$ cat src/rtl/pool_pkg.sv
// Shared types for the 2x2 max-pooling front end (window buffer + pooling unit).
// Latency: n/a (types and constants only).
// Backpressure: n/a. Optional SOF resync in the window buffer is enabled by WINBUF_SOF_SYNC_EN.
package pool_pkg;

   // Default pixel width used by the pooling datapath.
   localparam int POOL_DATA_W = 16;

   // Row-parity state of the window buffer: even rows fill the line buffer,
   // odd rows pair with it to complete windows.
   typedef enum logic {
      S_EVEN = 1'b0,
      S_ODD  = 1'b1
   } win_state_t;

   // One 2x2 window; field order matches the pooling unit's input1..input4.
   typedef struct packed {
      logic [POOL_DATA_W-1:0] tl;
      logic [POOL_DATA_W-1:0] tr;
      logic [POOL_DATA_W-1:0] bl;
      logic [POOL_DATA_W-1:0] br;
   } pool_win_t;

   // Index width for a table of 'depth' entries, never less than one bit.
   function automatic int addr_w(input int depth);
      return (depth > 1) ? $clog2(depth) : 1;
   endfunction

endpackage

$ cat src/rtl/pool_line_ram.sv
// Simple dual-port line RAM: one synchronous write port, one combinational read port.
// Latency: write visible on the cycle after the write; read data is combinational from rd_addr.
// Backpressure: none; the owner gates wr_en.
module pool_line_ram
   import pool_pkg::*;
#(
   parameter int DATA_W = POOL_DATA_W,
   parameter int DEPTH  = 32
) (
   input  logic                     clk,
   input  logic                     wr_en,
   input  logic [addr_w(DEPTH)-1:0] wr_addr,
   input  logic [DATA_W-1:0]        wr_data,
   input  logic [addr_w(DEPTH)-1:0] rd_addr,
   output logic [DATA_W-1:0]        rd_data
);

   logic [DATA_W-1:0] mem [DEPTH];

   // Write port; contents are deliberately not reset so this maps to distributed RAM.
   always_ff @(posedge clk) begin
      if (wr_en) begin
         mem[wr_addr] <= wr_data;
      end
   end

   // Asynchronous read port.
   assign rd_data = mem[rd_addr];

endmodule

$ cat src/rtl/pool_window_buffer.sv
// Collects raster-order pixels into non-overlapping 2x2 windows for the stride-2 max-pool stage.
// Latency: a window is presented the cycle after its bottom-right pixel is accepted.
// Backpressure: in_ready = !out_valid || out_ready; nothing is accepted while a window is pending.
// Optional: WINBUF_SOF_SYNC_EN adds in_sof (frame resync) and the sticky sof_err status.
module pool_window_buffer
   import pool_pkg::*;
#(
   parameter int DATA_W = POOL_DATA_W,
   parameter int IMG_W  = 32,
   parameter int IMG_H  = 32
) (
   input  logic              clk,
   input  logic              reset,
   input  logic              in_valid,
   output logic              in_ready,
   input  logic [DATA_W-1:0] in_data,
`ifdef WINBUF_SOF_SYNC_EN
   input  logic              in_sof,
   output logic              sof_err,
`endif
   output logic              out_valid,
   input  logic              out_ready,
   output logic [DATA_W-1:0] out_tl,
   output logic [DATA_W-1:0] out_tr,
   output logic [DATA_W-1:0] out_bl,
   output logic [DATA_W-1:0] out_br,
   output logic              out_last
);

   localparam int CW = addr_w(IMG_W);
   localparam int RW = addr_w(IMG_H);
   localparam logic [CW-1:0] COL_LAST = CW'(IMG_W - 1);
   localparam logic [RW-1:0] ROW_LAST = RW'(IMG_H - 1);

   // Window layout identical to pool_win_t, sized by this instance's DATA_W.
   typedef struct packed {
      logic [DATA_W-1:0] tl;
      logic [DATA_W-1:0] tr;
      logic [DATA_W-1:0] bl;
      logic [DATA_W-1:0] br;
   } win_t;

   // Geometry checks: pairing rows and columns only works for even, non-trivial sizes.
   if ((IMG_W < 2) || ((IMG_W % 2) != 0)) begin : g_bad_img_w
      $error("pool_window_buffer: IMG_W (%0d) must be even and >= 2", IMG_W);
   end
   if ((IMG_H < 2) || ((IMG_H % 2) != 0)) begin : g_bad_img_h
      $error("pool_window_buffer: IMG_H (%0d) must be even and >= 2", IMG_H);
   end
   if (DATA_W < 1) begin : g_bad_data_w
      $error("pool_window_buffer: DATA_W (%0d) must be >= 1", DATA_W);
   end

   // Position / FSM state
   logic [CW-1:0] col_q, col_d;
   logic [RW-1:0] row_q, row_d;
   win_state_t    state_q, state_d;

   // Partial-window holds: top-left comes from the line buffer on the even
   // column of an odd row, bottom-left is the odd-row even-column pixel.
   logic [DATA_W-1:0] tl_hold_q, tl_hold_d;
   logic [DATA_W-1:0] bl_q, bl_d;

   // Output window registers
   win_t win_q, win_d;
   logic out_valid_q, out_valid_d;
   logic out_last_q, out_last_d;

   // Effective position of the beat being accepted (SOF can override it).
   logic          accept;
   logic          sof_hit;
   logic [CW-1:0] pos_col;
   logic [RW-1:0] pos_row;
   win_state_t    pos_state;
   logic          last_col;
   logic          last_row;

   logic              lb_wr_en;
   logic [DATA_W-1:0] lb_rd_data;

   assign in_ready = !out_valid_q || out_ready;
   assign accept   = in_valid && in_ready;

`ifdef WINBUF_SOF_SYNC_EN
   logic sof_err_q;

   assign sof_hit = accept && in_sof;
   assign sof_err = sof_err_q;

   // Sticky flag: a start-of-frame marker that did not land on the frame origin.
   always_ff @(posedge clk) begin
      if (reset) begin
         sof_err_q <= 1'b0;
      end else if (sof_hit && ((col_q != '0) || (row_q != '0))) begin
         sof_err_q <= 1'b1;
      end
   end
`else
   assign sof_hit = 1'b0;
`endif

   // A resync beat is processed as pixel (0,0) of an even row; stale holds are
   // simply never read again because the odd-row path rewrites them first.
   always_comb begin
      pos_col   = col_q;
      pos_row   = row_q;
      pos_state = state_q;
      if (sof_hit) begin
         pos_col   = '0;
         pos_row   = '0;
         pos_state = S_EVEN;
      end
   end

   assign last_col = (pos_col == COL_LAST);
   assign last_row = (pos_row == ROW_LAST);
   assign lb_wr_en = accept && (pos_state == S_EVEN);

   pool_line_ram #(
      .DATA_W (DATA_W),
      .DEPTH  (IMG_W)
   ) u_line_ram (
      .clk     (clk),
      .wr_en   (lb_wr_en),
      .wr_addr (pos_col),
      .wr_data (in_data),
      .rd_addr (pos_col),
      .rd_data (lb_rd_data)
   );

   // Next-state: position counters, row-parity FSM, partial holds and output window.
   always_comb begin
      col_d       = col_q;
      row_d       = row_q;
      state_d     = state_q;
      tl_hold_d   = tl_hold_q;
      bl_d        = bl_q;
      win_d       = win_q;
      out_valid_d = out_valid_q;
      out_last_d  = out_last_q;

      // Downstream took the window; a completing beat below may reload it.
      if (out_valid_q && out_ready) begin
         out_valid_d = 1'b0;
         out_last_d  = 1'b0;
      end

      if (accept) begin
         if (last_col) begin
            col_d   = '0;
            row_d   = last_row ? '0 : (pos_row + RW'(1));
            state_d = (pos_state == S_EVEN) ? S_ODD : S_EVEN;
         end else begin
            col_d   = pos_col + CW'(1);
            row_d   = pos_row;
            state_d = pos_state;
         end

         if (pos_state == S_ODD) begin
            if (!pos_col[0]) begin
               bl_d      = in_data;
               tl_hold_d = lb_rd_data;
            end else begin
               win_d.tl    = tl_hold_q;
               win_d.tr    = lb_rd_data;
               win_d.bl    = bl_q;
               win_d.br    = in_data;
               out_valid_d = 1'b1;
               out_last_d  = last_row && last_col;
            end
         end
      end
   end

   // State registers with synchronous reset; the line buffer is left unreset.
   always_ff @(posedge clk) begin
      if (reset) begin
         col_q       <= '0;
         row_q       <= '0;
         state_q     <= S_EVEN;
         tl_hold_q   <= '0;
         bl_q        <= '0;
         win_q       <= '0;
         out_valid_q <= 1'b0;
         out_last_q  <= 1'b0;
      end else begin
         col_q       <= col_d;
         row_q       <= row_d;
         state_q     <= state_d;
         tl_hold_q   <= tl_hold_d;
         bl_q        <= bl_d;
         win_q       <= win_d;
         out_valid_q <= out_valid_d;
         out_last_q  <= out_last_d;
      end
   end

   assign out_valid = out_valid_q;
   assign out_last  = out_last_q;
   assign out_tl    = win_q.tl;
   assign out_tr    = win_q.tr;
   assign out_bl    = win_q.bl;
   assign out_br    = win_q.br;

endmodule

$ cat config.mk
export PLATFORM = sky130hd
export DESIGN_NAME = pool_window_buffer
export DESIGN_NICKNAME = d
export VERILOG_FILES = /design/src/rtl/pool_pkg.sv /design/src/rtl/pool_line_ram.sv /design/src/rtl/pool_window_buffer.sv
export SDC_FILE = /design/constraint.sdc
export NUM_CORES = 1
export LEC_CHECK = 0
export ABC_AREA = 1
export CAP_MARGIN = 20
export CORE_MARGIN = 2
export CORE_UTILIZATION = 45
export DETAILED_ROUTE_END_ITERATION = 12
export GPL_ROUTABILITY_DRIVEN = 0
export PLACE_DENSITY = 0.7
export SLEW_MARGIN = 20
export SYNTH_ARGS = -nofsm -noshare
export SYNTH_HDL_FRONTEND = slang
export SYNTH_HIERARCHICAL = 1
export SYNTH_SLANG_ARGS = --single-unit
$ cat constraint.sdc
create_clock -name clk -period 3.6 [get_ports clk]
set_input_delay 0.36 -clock clk [delete_from_list [all_inputs] [get_ports clk]]
set_output_delay 0.36 -clock clk [all_outputs]
set_load 0.005 [all_outputs]
==> results of run 1 <==
kinds of logic after synthesis:
logic type | Yosys count | share of synthesized area [%]
flops | 621 | 68.5
buf+inv | 196 | 4.82
simple gates | 1454 | 24.0
xor+xnor | 2 | 0.0684
fa+ha+maj | 4 | 0.195
compound gates | 74 | 2.34
per-layer routing:
layer	global-route usage (%)	vias up	wire length (um)
met3	2.63	122	4790
met1	29.9	8343	26800
met4	7.40	0	2040
met2	36.2	782	31600
met5	0	-	0
li1	-	8117	-
power breakdown:
| part | leakage (nW) | switching, mW | internal (mW) |
|---|---|---|---|
| Combinational | 4.14 | 0.790 | 0.242 |
| Clock | 0.866 | 2.63 | 3.22 |
| Sequential | 5.49 | 0.0186 | 7.81 |
| Total | 10.5 | 3.44 | 11.3 |
path summary, 6_finish.rpt:
path | to | slack [ns] | depth (start not counted)
worst max-delay path | out_tr[4]$_SDFFE_PP0P_ | 1.03 | 12
worst min-delay path | out_valid$_SDFF_PP0_ | 0.42 | 4
worst min register to register | out_tl[15]$_SDFFE_PP0P_ | 0.46 | 2
worst max register to register | out_tr[4]$_SDFFE_PP0P_ | 1.03 | 12
per-stage QoR:
stage / setup WS [ns] / utilization (%) / cells / instance area [um^2] / hold WS, ns
floorplan: 1.32 / - / 2351 / 25600 / 0.441
global placement: 0.736 / 47.8 / 3125 / 27000 / 0.452
detailed placement: 0.714 / 47.9 / 3126 / 27000 / 0.452
CTS: 1.03 / 51.1 / 3234 / 28800 / 0.384
global route: 0.872 / 51.1 / 3234 / 28800 / 0.442
finish: 1.03 / 51.1 / 3234 / 28800 / 0.418
state kept, by name, summed over array words and instances (netlist names):
register and flops:
out_last 1, bl_q 16, tl_hold_q 16, u_line_ram/mem 512, out_br 16, out_bl 16
col_q 5, out_tl 16, pos_row 5, out_valid 1, out_tr 16, pos_state 1
placed cells by master, fill, tap and decap left out, types with 3 or more instances in the layout:
cell / Yosys / routed
a21oi_2: 60 / 60
clkinvlp_2: 0 / 3
clkbuf_1: 27 / 11
nor2_1: 113 / 113
clkbuf_16: 0 / 61
buf_4: 31 / 68
nand2_1: 872 / 872
buf_2: 41 / 5
nand3_1: 399 / 399
buf_12: 7 / 4
a21oi_1: 9 / 9
nor3_1: 3 / 3
edfxtp_1: 512 / 512
nand2_2: 62 / 62
inv_1: 52 / 51
clkinv_2: 0 / 5
clkdlybuf4s50_1: 0 / 80
clkinv_1: 2 / 24
dfxtp_1: 109 / 106
o21ai_0: 3 / 3
ha_1: 4 / 4
critical path, stage by stage, from the launching register on:
cell	delay, ns
dfxtp_4	0.41
inv_6	0.45
buf_4	0.42
nand2_1	0.10
nand3_1	0.10
nand3_1	0.14
nand2_1	0.16
nand2_1	0.08
nand2_1	0.15
nand2_1	0.06
nand2_1	0.20
nand2_2	0.08
a21oi_2	0.13
cell type report:
class                   instances  area (um^2)
fillers                      4982        27600
multi-input cells            1534         6830
clock buffers                  72         1570
well taps                     756          946
flip-flops and latches        621        17600
clock inverters                36          228
inverters                      57          226
repair buffers                158         1430
==> results_dict.tcl, run 1 <==
set metrics [dict create \
    io_buffer_count 86 \
    maximum_clock_path_buffer_count 3 \
    tritoncts "done" \
    yosys-top-cells-area "edfxtp_1 60%, nand2_1 13%, dfxtp_1 8.5%" \
    worst_ep_arrival_time_ns 3.12 \
    timing.final.crit_period_ns 2.57 \
    drt_first_pass_iters 5 \
    cts_num_sinks 621 \
    worstSetupStartpointType "flop" \
    number_of_global_route_vias_before_repair 16600 \
    result_of_the_run "finished clean" \
    async_flop_share_pct 0 \
    grt_start_max_net_pins 135 \
    synth.top_cells.by_count "872 x nand2_1, 512 x edfxtp_1, 399 x nand3_1" \
    cts_max_level 2 \
    portion_of_the_clock_cycle_consumed_by_the_worst_path_in_the_final_layout_pct 71.4 \
    worst_clock_skew_ns 0.0129 \
    finalNetCount 2456 \
    crit_path_end_kind "flop" \
    postSynthNetCount 2375 \
    cts_buffer_count 60 \
    count_of_unresolved_drc_violations_after_routing 0 \
    hold_path.class "input pin to flop" \
    p_per_area_nw_per_um2 511 \
    design.die.area_um2 58900 \
    post-synth-top-count-cell "nand2_1" \
    io_pins 87 \
    tightestPinTransition_ns 1.11 \
    finalWirelength_um 65300 \
    total_power_mw 14.7 \
    hold_path.startpoint "reset" \
    final_layout_size_suffix_gt1_share_pct 11.5 \
    initial_utilization_pct 45.4 \
    cp_data_required_time_ns 4.15 \
    clock-root-buffer "clkbuf_16" \
    final_hold_viol_count 0 \
    antenna_cells_inserted 0 \
    ir_drop_mv 0.426 \
    worst_slew_margin_rel_pct 25.9 \
    antenna_found_initial 2 \
    netlist.area_leader.share_pct 60.0 \
    post_synthesis_register_bit_count 621 \
    floorplan.die.width_um 243 \
    number_of_flops_mapped_to_enable_cells_by_yosys 512 \
    netlist.top_cell.by_area "edfxtp_1" \
    rsz0062_at_grt "false" \
    vias_per_cell 5.37 \
    drt.antenna.violating_nets 0 \
    post_cts.repair.setup_buffers 0 \
    post_cts_resize_count 0 \
    path_class "flop to flop" \
    worstPathMaxFanout 77 \
    fp.dieH_um 243 \
    report.final.setup_viol 0 \
    summed_instance_area_of_the_synthesized_netlist_um2 25600 \
    achievable-frequency_mhz 389 \
    final.setup.tns_ns 0 \
    area_growth_pct 12.4 \
    wl_per_cell_um 20.2 \
    syn_avg_cell_area_um2 10.9 \
    timing.final.max_slew_violations 0 \
    timing.critical_path.from "col_q[0]$_SDFFE_PP0N_" \
    vias 17400 \
    placement_rows 87 \
    library_cells_used_by_synthesis 31 \
    cts.clk_slew.worst_paths_ns 0.06 \
    clock_latency_ns 0.62 \
    postSynth.topFlopCell "edfxtp_1" \
    synth-seq-area-share_pct 68.5 \
    core_area_um2 56400 \
    drtIter0Drc 1883 \
    grt_usage_pct 21.8 \
    global_route.overflow_total 0 \
    synth_cells 2351 \
    ctsHoldBuffers 0 \
    dp_hpwl_um 37900 \
    yosys_warnings 6 \
    reg2reg_from "col_q[0]$_SDFFE_PP0N_" \
    maxCapViolations 0 \
    first_pass_grt_wire_length_um 98400 \
    total_leakage_power_nw 10.5 \
]
(Power assumes the default switching activity.)
==> run 2: changes to the inputs <==
- PLACE_DENSITY: 0.7 -> 0.72
- clock period: 3.6 -> 2.2 ns (I/O delays scaled with it)
==> results_dict.tcl, run 2 (same netlist as run 1, synthesis figures left out) <==
set metrics [dict create \
    netSwitchingPower_mw 5.79 \
    total_leakage_power_nw 11.0 \
    reg2reg_from "col_q[0]$_SDFFE_PP0N_" \
    largest_register_ffs 512 \
    crit_path_end_kind "flop" \
    seq_power_share_pct 50.5 \
    wl_per_cell_um 20.3 \
    cts_num_sinks 621 \
    clock-root-buffer "clkbuf_16" \
    vias_per_cell 5.45 \
    ir_drop_mv 0.625 \
    hold_slack_ns 0.420 \
    finalWirelength_um 66400 \
    drtIter0Drc 2200 \
    timing.critical_path.from "col_q[0]$_SDFFE_PP0N_" \
    path_class "flop to flop" \
    first_pass_grt_wire_length_um 99100 \
    hold_path.startpoint "in_data[7]" \
    io_pins 87 \
    internal_power_mw 19.6 \
    number_of_global_route_vias_before_repair 17000 \
    result_of_the_run "finished clean" \
    antenna_found_initial 1 \
    worstSetupStartpointType "flop" \
    finalNetCount 2490 \
    report.final.setup_viol 0 \
    global_route.overflow_total 0 \
    core_area_um2 56400 \
    fillers 4734 \
    place_area_um2 27700 \
    portion_of_the_clock_cycle_consumed_by_the_worst_path_in_the_final_layout_pct 96.7 \
    clockPowerShare_pct 42.1 \
    multiInputGateArea_um2 6850 \
    tightestPinTransition_ns 0.983 \
    grt_start_max_net_pins 97 \
    largest-register "u_line_ram/mem" \
    hold_path.class "input pin to flop" \
    cts_buffer_count 60 \
    timing.final.max_slew_violations 0 \
    grt_usage_pct 22.0 \
    power.combinational.fraction_pct 7.5 \
    postLayoutCellArea_um2 29900 \
    rsz0062_at_grt "true" \
    vias 17800 \
    final_hold_viol_count 0 \
    tritoncts "done" \
    io_buffer_count 86 \
    dp_hpwl_um 39400 \
    initial_utilization_pct 45.4 \
    final_cell_mix "865 x nand2_1, 512 x edfxtp_1, 399 x nand3_1, 112 x nor2_1, 106 x dfxtp_1" \
    cts.clk_slew.worst_paths_ns 0.06 \
    p_per_area_nw_per_um2 849 \
    total_power_mw 25.4 \
    placement_rows 87 \
    post_cts.repair.setup_buffers 0 \
    worst_slew_margin_rel_pct 34.4 \
    drt.antenna.violating_nets 0 \
    netSwitchingFraction_pct 22.8 \
    fin_util_pct 53.0 \
    worst_clock_skew_ns 0.0304 \
    count_of_unresolved_drc_violations_after_routing 0 \
    clock_latency_ns 0.63 \
    timing.final.crit_period_ns 2.13 \
    design.die.area_um2 58900 \
    cts_max_level 2 \
    fp.dieH_um 243 \
    area_growth_pct 16.7 \
    achievable-frequency_mhz 470 \
    cp_data_required_time_ns 2.76 \
    sequential_standard_cell_area_um2 17600 \
    maxCapViolations 0 \
    worst_ep_arrival_time_ns 2.69 \
    maximum_clock_path_buffer_count 3 \
    antenna_cells_inserted 0 \
    final_layout_size_suffix_gt1_share_pct 13.4 \
    floorplan.die.width_um 243 \
    worstPathMaxFanout 37 \
    drt_first_pass_iters 9 \
    layout_commonest_cell "nand2_1" \
]
run 2: cell count changes in the layout (fill, tap and decap cells not counted), sizes merged:
cell / previous run / this run
buf: 78 / 104
clkbuf: 72 / 70
dlygate4sd3: 0 / 1
clkdlybuf4s50: 80 / 85
clkinv: 31 / 30
bufinv: 2 / 11
clkinvlp: 4 / 5
run 2: path summary, 6_finish.rpt:
check                             to  slack [ns]  cells after the start
max          out_tr[12]$_SDFFE_PP0P_        0.07                     12
min           out_br[7]$_SDFFE_PP0P_        0.42                      4
max reg2reg  out_tr[12]$_SDFFE_PP0P_        0.07                     12
min reg2reg   out_tl[6]$_SDFFE_PP0P_        0.46                      2
run 2: final cells by class:
class	instances	area share, %
flip-flops and latches	621	58.7
multi-input cells	1534	22.9
repair buffers	192	7.58
clock buffers	68	5.12
well taps	756	3.16
clock inverters	45	1.72
inverters	57	0.766
run 2: metrics by stage:
step	setup WS [ns]	std cells	setup TNS, ns
after floorplan	-0.0246	2351	-9.84
after global placement	-0.0824	3157	-13.21
after detailed placement	-0.0903	3157	-19.19
after CTS	0.0778	3271	0
after global routing	-0.0359	3273	-0.0850
final	0.0724	3273	0
run 2: repair_timing:
| item | in CTS | in global routing |
|---|---|---|
| gates cloned | 0 | 2 |
| hold buffers | 1 | 0 |
| endpoints found under the hold margin | 12 | 0 |
| pin swaps | 0 | 1 |
| resized for setup | 1 | 17 |
| setup endpoints to repair | 1 | 24 |
run 2: worst max-delay path, stage by stage, from the launching register on:
cell and delay [ns]:
dfxtp_4 0.45, buf_12 0.24, buf_6 0.17, nand2_1 0.06
nand3_1 0.10, nand3_1 0.19, nand2_1 0.14, nand2_1 0.06
nand2_1 0.14, nand2_1 0.13, nand2_2 0.18, nand2_2 0.07
a21oi_2 0.11
run 2: metal layers:
metal,vias up,share of wire (%),global-route usage [%]
met5,-,0.015,0
met1,8556,40,29.6
met4,2,3.9,9.56
met3,174,9.0,3.56
li1,8186,-,-
met2,921,47,35.5
run 2: power groups by stage:
stage / Clock, mW / Combinational [mW] / Sequential [mW]
2_1_floorplan: 0 / 1.03 / 13.0
3_3_place_gp: 0 / 1.77 / 13.1
3_5_place_dp: 0 / 1.79 / 13.1
4_1_cts: 10.8 / 1.81 / 12.8
5_1_grt: 11.2 / 2.02 / 12.8
6_report: 10.7 / 1.90 / 12.8
==> run 3: changes to the inputs <==
- CAP_MARGIN: 20 -> unset
==> results of run 3 <==
The final DEF is identical to that of run 2; final timing and power are the same.
